## config.mk

```make
export PLATFORM = sky130hd
export DESIGN_NAME = vga_timing_640_480
export DESIGN_NICKNAME = d
export VERILOG_FILES = /design/src/rtl/vga_timing_640_480_pkg.sv /design/src/rtl/vga_timing_640_480_axis_fsm.sv /design/src/rtl/vga_timing_640_480.sv
export SDC_FILE = /design/constraint.sdc
export NUM_CORES = 1
export LEC_CHECK = 0
export ABC_CLOCK_PERIOD_IN_PS = 3960
export CAP_MARGIN = 20
export CORE_MARGIN = 2
export CORE_UTILIZATION = 40
export DETAILED_ROUTE_END_ITERATION = 10
export HOLD_SLACK_MARGIN = 0.12
export PLACE_DENSITY = 0.67
export SYNTH_ARGS = -nofsm -noshare
export SYNTH_HDL_FRONTEND = slang
export SYNTH_HIERARCHICAL = 1
export SYNTH_SLANG_ARGS = --single-unit
```

## constraint.sdc

```tcl
create_clock -name clk -period 3.96 [get_ports clk]
set_clock_uncertainty 0.15 [all_clocks]
set_input_delay 0.792 -clock clk [delete_from_list [all_inputs] [get_ports clk]]
set_output_delay 0.792 -clock clk [all_outputs]
set_load 0.05 [all_outputs]
```

## src/rtl/vga_timing_640_480_pkg.sv

```systemverilog
// Shared 640x480@60 timing defaults and the per-axis phase encoding.
package vga_timing_640_480_pkg;

  localparam int unsigned H_ACTIVE_DEF = 640;
  localparam int unsigned H_FP_DEF     = 16;
  localparam int unsigned H_SYNC_DEF   = 96;
  localparam int unsigned H_BP_DEF     = 48;
  localparam int unsigned V_ACTIVE_DEF = 480;
  localparam int unsigned V_FP_DEF     = 10;
  localparam int unsigned V_SYNC_DEF   = 2;
  localparam int unsigned V_BP_DEF     = 33;

  // Phase counters are sized for an axis total of up to 1024.
  localparam int unsigned CNT_W = 10;

  typedef enum logic [1:0] {
    PH_ACTIVE = 2'd0,
    PH_FRONT  = 2'd1,
    PH_SYNC   = 2'd2,
    PH_BACK   = 2'd3
  } phase_e;

  function automatic phase_e next_phase(input phase_e p);
    phase_e n;
    n = PH_ACTIVE;
    unique case (p)
      PH_ACTIVE: n = PH_FRONT;
      PH_FRONT:  n = PH_SYNC;
      PH_SYNC:   n = PH_BACK;
      PH_BACK:   n = PH_ACTIVE;
    endcase
    return n;
  endfunction

endpackage

```

## src/rtl/vga_timing_640_480_axis_fsm.sv

```systemverilog
// One timing axis: ACTIVE -> FRONT -> SYNC -> BACK, each phase counted 0..len-1.
module vga_axis_fsm
  import vga_timing_640_480_pkg::*;
#(
  parameter int unsigned ACTIVE_LEN = H_ACTIVE_DEF,
  parameter int unsigned FRONT_LEN  = H_FP_DEF,
  parameter int unsigned SYNC_LEN   = H_SYNC_DEF,
  parameter int unsigned BACK_LEN   = H_BP_DEF
) (
  input  logic             clk,
  input  logic             i_sclr,
  input  logic             i_step,
  output phase_e           o_state,
  output logic [CNT_W-1:0] o_count,
  output logic             o_wrap,
  output logic             o_active,
  output logic             o_sync
);

  localparam logic [CNT_W-1:0] ACTIVE_LAST = CNT_W'(ACTIVE_LEN - 1);
  localparam logic [CNT_W-1:0] FRONT_LAST  = CNT_W'(FRONT_LEN - 1);
  localparam logic [CNT_W-1:0] SYNC_LAST   = CNT_W'(SYNC_LEN - 1);
  localparam logic [CNT_W-1:0] BACK_LAST   = CNT_W'(BACK_LEN - 1);

  logic [CNT_W-1:0] phase_last;
  logic             at_last;
  phase_e           nxt;

  always_comb begin
    phase_last = ACTIVE_LAST;
    unique case (o_state)
      PH_ACTIVE: phase_last = ACTIVE_LAST;
      PH_FRONT:  phase_last = FRONT_LAST;
      PH_SYNC:   phase_last = SYNC_LAST;
      PH_BACK:   phase_last = BACK_LAST;
    endcase
  end

  assign at_last = (o_count == phase_last);
  assign nxt     = next_phase(o_state);
  // Combinational so the next axis can step on the very edge this one wraps.
  assign o_wrap  = i_step && (o_state == PH_BACK) && at_last;

  always_ff @(posedge clk) begin
    if (i_sclr) begin
      o_state  <= PH_ACTIVE;
      o_count  <= '0;
      o_active <= 1'b1;
      o_sync   <= 1'b0;
    end else if (i_step) begin
      if (at_last) begin
        o_state  <= nxt;
        o_count  <= '0;
        o_active <= (nxt == PH_ACTIVE);
        o_sync   <= (nxt == PH_SYNC);
      end else begin
        o_count <= o_count + 1'b1;
      end
    end
  end

endmodule

```

## src/rtl/vga_timing_640_480.sv

```systemverilog
// 640x480@60 timing controller: horizontal and vertical axis FSMs plus start pulses.
module vga_timing_640_480
  import vga_timing_640_480_pkg::*;
#(
  parameter int unsigned H_ACTIVE = H_ACTIVE_DEF,
  parameter int unsigned H_FP     = H_FP_DEF,
  parameter int unsigned H_SYNC   = H_SYNC_DEF,
  parameter int unsigned H_BP     = H_BP_DEF,
  parameter int unsigned V_ACTIVE = V_ACTIVE_DEF,
  parameter int unsigned V_FP     = V_FP_DEF,
  parameter int unsigned V_SYNC   = V_SYNC_DEF,
  parameter int unsigned V_BP     = V_BP_DEF
) (
  input  logic       clk,
  input  logic       i_sclr,
  input  logic       i_px_clk,
  output logic       o_hsync_en,
  output logic       o_vsync_en,
  output logic       o_vga_hs,
  output logic       o_vga_vs,
  output logic       o_haddr_en,
  output logic       o_vaddr_en,
  output logic [9:0] o_hidx,
  output logic [8:0] o_vidx,
  output logic       o_line_start,
  output logic       o_frame_start
);

  phase_e           h_state, v_state;
  logic [CNT_W-1:0] h_count, v_count;
  logic             h_wrap, v_wrap;
  logic             h_active, v_active;
  logic             h_sync, v_sync;
  logic             state_unused;

  vga_axis_fsm #(
    .ACTIVE_LEN(H_ACTIVE),
    .FRONT_LEN (H_FP),
    .SYNC_LEN  (H_SYNC),
    .BACK_LEN  (H_BP)
  ) u_h_axis (
    .clk     (clk),
    .i_sclr  (i_sclr),
    .i_step  (i_px_clk),
    .o_state (h_state),
    .o_count (h_count),
    .o_wrap  (h_wrap),
    .o_active(h_active),
    .o_sync  (h_sync)
  );

  // Vertical axis advances only on the strobe that wraps the line.
  vga_axis_fsm #(
    .ACTIVE_LEN(V_ACTIVE),
    .FRONT_LEN (V_FP),
    .SYNC_LEN  (V_SYNC),
    .BACK_LEN  (V_BP)
  ) u_v_axis (
    .clk     (clk),
    .i_sclr  (i_sclr),
    .i_step  (h_wrap),
    .o_state (v_state),
    .o_count (v_count),
    .o_wrap  (v_wrap),
    .o_active(v_active),
    .o_sync  (v_sync)
  );

  always_ff @(posedge clk) begin
    if (i_sclr) begin
      o_line_start  <= 1'b0;
      o_frame_start <= 1'b0;
    end else begin
      o_line_start  <= h_wrap;
      o_frame_start <= h_wrap && v_wrap;
    end
  end

  assign o_hsync_en = h_sync;
  assign o_vsync_en = v_sync;
  assign o_vga_hs   = ~h_sync;
  assign o_vga_vs   = ~v_sync;
  assign o_haddr_en = h_active;
  assign o_vaddr_en = v_active;
  assign o_hidx     = h_active ? h_count : '0;
  // Active line index never exceeds 511, so the counter MSB is zero here.
  assign o_vidx     = v_active ? v_count[8:0] : '0;

  assign state_unused = ^{h_state, v_state, v_count[CNT_W-1]};

endmodule
```

# Word-level counts from Yosys, hierarchy flattened
# Cells that the tools add are included.
[word_totals]
regBits = 30
latchBits = 0
ramBits = 0
romBits = 0
elab_cells = 43
memories = 0
[op_classes]
add_sub_neg = 2
multipliers = 0
div = 0
n_lt_le_gt_ge = 0
eq_ne = 10
n_shift = 0
n_mux = 8
n_bitwise = 2
reduce_logical = 11
[op_table]
columns = ["operator", "count"]
rows = [
  ["case mux 10 bit (4 select lines)", 2],
  ["2-to-1 mux 10 bit", 3],
  ["adder 10 x 1 -> 10 bit (second input constant)", 2],
  ["equality test 10 bit", 2],
  ["case mux 2 bit (4 select lines)", 2],
  ["equality test 2 bit (second input constant)", 6],
  ["2-to-1 mux 9 bit", 1],
  ["zero test 2 bit", 4],
  ["logical AND 1 bit", 5],
  ["equality test 2 x 1 -> 1 bit (second input constant)", 2],
  ["AND reduction 2 bit", 2],
  ["NOT 1 bit", 2],
]

# Logic depth before layout (Yosys ltp)
[depth]
depth_word = 7
depth_mapped = 11

# Modules after synthesis
# The synthesis kept the hierarchy.
[by_module_without_submodules]
columns = ["mod", "n_inst", "cells_each", "area_per_inst_um2"]
rows = [
  ["vga_axis_fsm (u_v_axis)", 1, 86, 767.0],
  ["vga_axis_fsm (u_h_axis)", 1, 80, 729.4],
  ["vga_timing_640_480", 1, 25, 181.4],
]

# Worst setup path after synthesis
# Ideal clock, no wire load.
[synth_timing]
kind = "reg-to-reg"
start = "register u_h_axis.o_state[0]"
end = "register o_frame_start"
setup_ns = 0.060
arrival_ns = 2.754
required_time_ns = 3.750
slack_ns = 0.996
stages_incl_launch_ff = 11
period_less_slack_ns = 2.964
path_cell_list = "dfxtp_1 > inv_1 > ha_1 > or4_4 > nand2_2 > and3_2 > clkbuf_1 > or4b_4 > nor3_2 > and2_2 > and3b_1"
[synth_between]
elab_chain_len = 7
word_cells_on_any_way = 11
[synth_lines]
columns = ["item", "line_no", "text"]
rows = [
  ["start: declaration", "vga_timing_640_480_axis_fsm.sv:13", "output phase_e o_state,"],
  ["start signal: assignment", "vga_timing_640_480_axis_fsm.sv:52", "o_state <= nxt;"],
  ["equality test 2 bit, or another cell as far along", "vga_timing_640_480_axis_fsm.sv:31, vga_timing_640_480_axis_fsm.sv:42", ""],
  ["case mux 10 bit (4 select lines)", "vga_timing_640_480_axis_fsm.sv:31", "unique case (o_state)"],
  ["equality test 10 bit", "vga_timing_640_480_axis_fsm.sv:39", "assign at_last = (o_count == phase_last);"],
  ["logical AND 1 bit (*)", "vga_timing_640_480_axis_fsm.sv:42", "assign o_wrap = i_step && (o_state == PH_BACK) && at_last;"],
  ["named net h_wrap", "vga_timing_640_480.sv:31", "logic h_wrap, v_wrap;"],
  ["logical AND 1 bit (*) (2 in a row)", "vga_timing_640_480_axis_fsm.sv:42", ""],
  ["named net v_wrap", "vga_timing_640_480.sv:31", ""],
  ["logical AND 1 bit (*)", "vga_timing_640_480.sv:75", "o_frame_start <= h_wrap && v_wrap;"],
  ["end signal: assignment", "vga_timing_640_480.sv:75", ""],
  ["end: declaration", "vga_timing_640_480.sv:26", "output logic o_frame_start"],
]
# Mark *: on every way through the listed nets, which the timed path passes. The rest lies on a longest branch. The select of a mux whose other input is x is not followed.
# A chain may end at the register's enable or synchronous reset.

# Worst setup path in the final report
[layout_timing]
start = "input port i_px_clk"
end = "register o_frame_start"
[layout_between]
elab_chain_len = 5
[layout_lines]
columns = ["item", "line_no", "text"]
rows = [
  ["start: declaration", "vga_timing_640_480.sv:16", "input logic i_px_clk,"],
  ["logical AND 1 bit (2 in a row)", "vga_timing_640_480_axis_fsm.sv:42", ""],
  ["named net h_wrap", "vga_timing_640_480.sv:31", ""],
  ["logical AND 1 bit (2 in a row)", "vga_timing_640_480_axis_fsm.sv:42", ""],
  ["named net v_wrap", "vga_timing_640_480.sv:31", ""],
  ["logical AND 1 bit", "vga_timing_640_480.sv:75", ""],
]
# The timed path passes the listed nets, and every way through them passes these cells.

==> results.md <==
* Synth warnings at 6
* Tcrit/Tclk final at 84.6%
* Final Hold Violating Endpoints at 0
* Switching Fraction at 24.0%
* Share of cells above drive strength 1 at 8.93%
* Final setup violation count at 0
* Cell family with most CP delay: simple AND/OR/NAND/NOR gates
* CTS root buf: clkbuf_8
* Number of DRC markers in iteration 0 at 71
* Yosys top cell by area: dfxtp_1
* Max-Cap Viols at 0
* CTS tree: done
* Post_cts resized at 0
* IO Pins at 30
* CTS buffer count at 5
* Worst reg2reg startpoint: u_h_axis/o_state[1]$_SDFFE_PP0P_
* Crit path required time at 4040 ps
* Post-synthesis sequential area ratio at 35.8%
* Min-delay worst type: reg -> reg
* Worst setup EP type: flop
* Top_reg_cell synth: dfxtp_1
* Final WS setup at 612 ps
* Number of global-route vias before repair at 1,187
* DR WL/cell at 12.6 µm
* Power Density at 284 nW/µm²
* Static Leak at 0.784 nW
* Pins over their slew limit at 0
* Synth top area share at 35.8%
* Post-synth ARST share at 0%
* Post-synthesis cell count at 191
* DR pass1 iterations at 4
* Fin Setup TNS at 0 ps
* Gate power share at 4.7%
* Initial antenna violation count at 0
* GP Congestion at 0.856
* Vias at 1,375
* Most frequent cells in the layout: dfxtp_1, clkdlybuf4s50_1, nor2_1
* #FFs+latches synth at 30
* Slowest cell on the critical path: clkdlybuf4s50_1
* Post-CTS Setup Bufs at 0
* First-pass GRT wire length at 5690 µm
* Design area at 2100 µm²
* CP Launch Type: primary input
* Final core occ at 52.1%
* Remaining antenna violation count after routing at 0
* Sw Pwr at 0.143 mW
* Dpl ws at 346 ps
* Layout Nets at 237
* I/O Buffers at 29
* Yosys cell types at 47
* Hold_ws at 341 ps
* Synth area leaders: dfxtp_1, ha_1, and2_1
* Vias/cell at 5.02
* CP Cell Sequence: clkdlybuf4s50_1, nand4_1, and4b_1, and3_2, or4b_4, nor3_2, and2_2, and3b_1
* Post-Syn Area at 1680 µm²
* Hold-fix buffers, CTS at 0
* Crit path kind: in -> reg
* DRC at 0
* Total track usage at 16.2%
* Post-synth EDFFs at 0
* Initial Util at 41.6%
* Slew HR at 66.6%
* Worst-case clock buffer depth at 2
* Placed insts at 266
* Min Tclk post-route at 3350 ps
* Final WL at 3450 µm
* Most common cell after layout, fill and taps aside: dfxtp_1
* Fillers at 402
* Clock power share at 44.0%
* Slew @ Worst Pin at 500 ps
* Reg power frac at 51.2%
* RSZ-0062 raised after global routing: no
* DP HPWL at 2390 µm
* Final Instance Count excl. Fillers at 274
* Crit Path Max Fanout at 10
* GRT Residual Overflow at 0
* Syn avg cell area at 8.78 µm²
* Outcome: complete, no violations
* Worst path max stage delay at 600 ps
* CP arrival at 3430 ps
* Area growth syn-to-layout at 25.2%
* Die Width at 68.8 µm
* Power after layout at 0.597 mW
* Die ar. at 4730 µm²
* Worst-skew pair later-pin latency at 280 ps
* Largest net degree at the start of global routing at 14
* Ant diodes at 0
* Core area at 4030 µm²
* Int Pwr at 0.454 mW
* Placement Cell Area at 2010 µm²
* TritonCTS sink count at 30
* Launch point of the worst path: i_px_clk
* HP Start: u_h_axis/o_sync$_SDFFE_PP0P_
* Clock transition at path regs at 70 ps
* Max Fclk at 299 MHz
* Synth Net Count at 205
* Die Y at 68.8 µm
* Buf/Inv on CP at 1
* CTS H-tree depth at 2
* Row cnt at 23
* Peak supply drop at 205 µV
-- final cells by class --
type	instances	area [µm²]	area share [%]
Clock buffer	6	82.6	3.93
Clock inverter	2	12.5	0.596
Inverter	6	22.5	1.07
Multi-Input combinational cell	150	1020	48.7
Sequential cell	30	601	28.6
Tap cell	50	62.6	2.98
Timing Repair Buffer	30	298	14.2
-- synthesized netlist by cell type (2+ instances only) --
cell type	n
nand2_1	8
and3_2	2
dfxtp_1	30
nor4_1	2
inv_1	6
and2_1	20
xnor2_1	11
o21ai_0	2
a21oi_1	5
nand4_1	10
nor2_2	2
mux2i_1	3
and3b_1	2
buf_2	2
xor2_1	10
ha_1	11
nor2_1	27
o31ai_1	2
nor3_1	4
nand3_1	3
and3_1	3
-- path summary, 6_finish.rpt --
kind | endpoint | slack [ps] | cells past startpoint
max | o_frame_start$_SDFF_PP0_ | 610 | 8
min | u_h_axis/o_sync$_SDFFE_PP0P_ | 340 | 2
max reg2reg | o_frame_start$_SDFF_PP0_ | 930 | 9
min reg2reg | u_h_axis/o_sync$_SDFFE_PP0P_ | 340 | 2
-- worst reg2reg max path: stages (launching register included) --
cell,delay [ps]
dfxtp_1,420
inv_1,100
ha_1,240
or4_4,500
nand2_2,140
and3_2,310
or4b_4,510
nor3_2,290
and2_2,180
and3b_1,140
-- cell families (layout without fill, tap and decap cells) --
family | count (synthesis) | after routing | share of synthesized area (%)
adder cells (fa/ha/maj) | 11 | 11 | 8.20
AO/OA/AOI/OAI | 20 | 20 | 7.98
XOR/XNOR | 21 | 21 | 11.0
multiplexers | 3 | 3 | 1.79
AND/OR/NAND/NOR | 95 | 95 | 32.0
buffers and inverters | 11 | 44 | 3.28
flip-flops | 30 | 30 | 35.8
-- power groups by stage --
stage | combinational, mW | clock (mW) | sequential [mW]
2_1_floorplan | 0.0197 | 0 | 0.312
3_3_place_gp | 0.0284 | 0 | 0.313
3_5_place_dp | 0.0284 | 0 | 0.313
4_1_cts | 0.0286 | 0.269 | 0.306
5_1_grt | 0.0305 | 0.281 | 0.306
6_report | 0.0282 | 0.263 | 0.306
-- flip-flops by register name, indices dropped and copies added (netlist names) --
name / count
u_h_axis/o_count: 10
u_h_axis/o_active: 1
u_h_axis/o_sync: 1
u_v_axis/o_sync: 1
o_frame_start: 1
u_v_axis/o_active: 1
u_v_axis/o_state: 2
o_line_start: 1
u_v_axis/o_count: 10
u_h_axis/o_state: 2
-- metal layers --
layer	wire, µm	global-route usage, %
met3	134	4.06
met5	0	0
met4	51	7.60
met1	1840	24.1
met2	1430	21.5
Note: power is estimated with default switching activity, not from simulation.
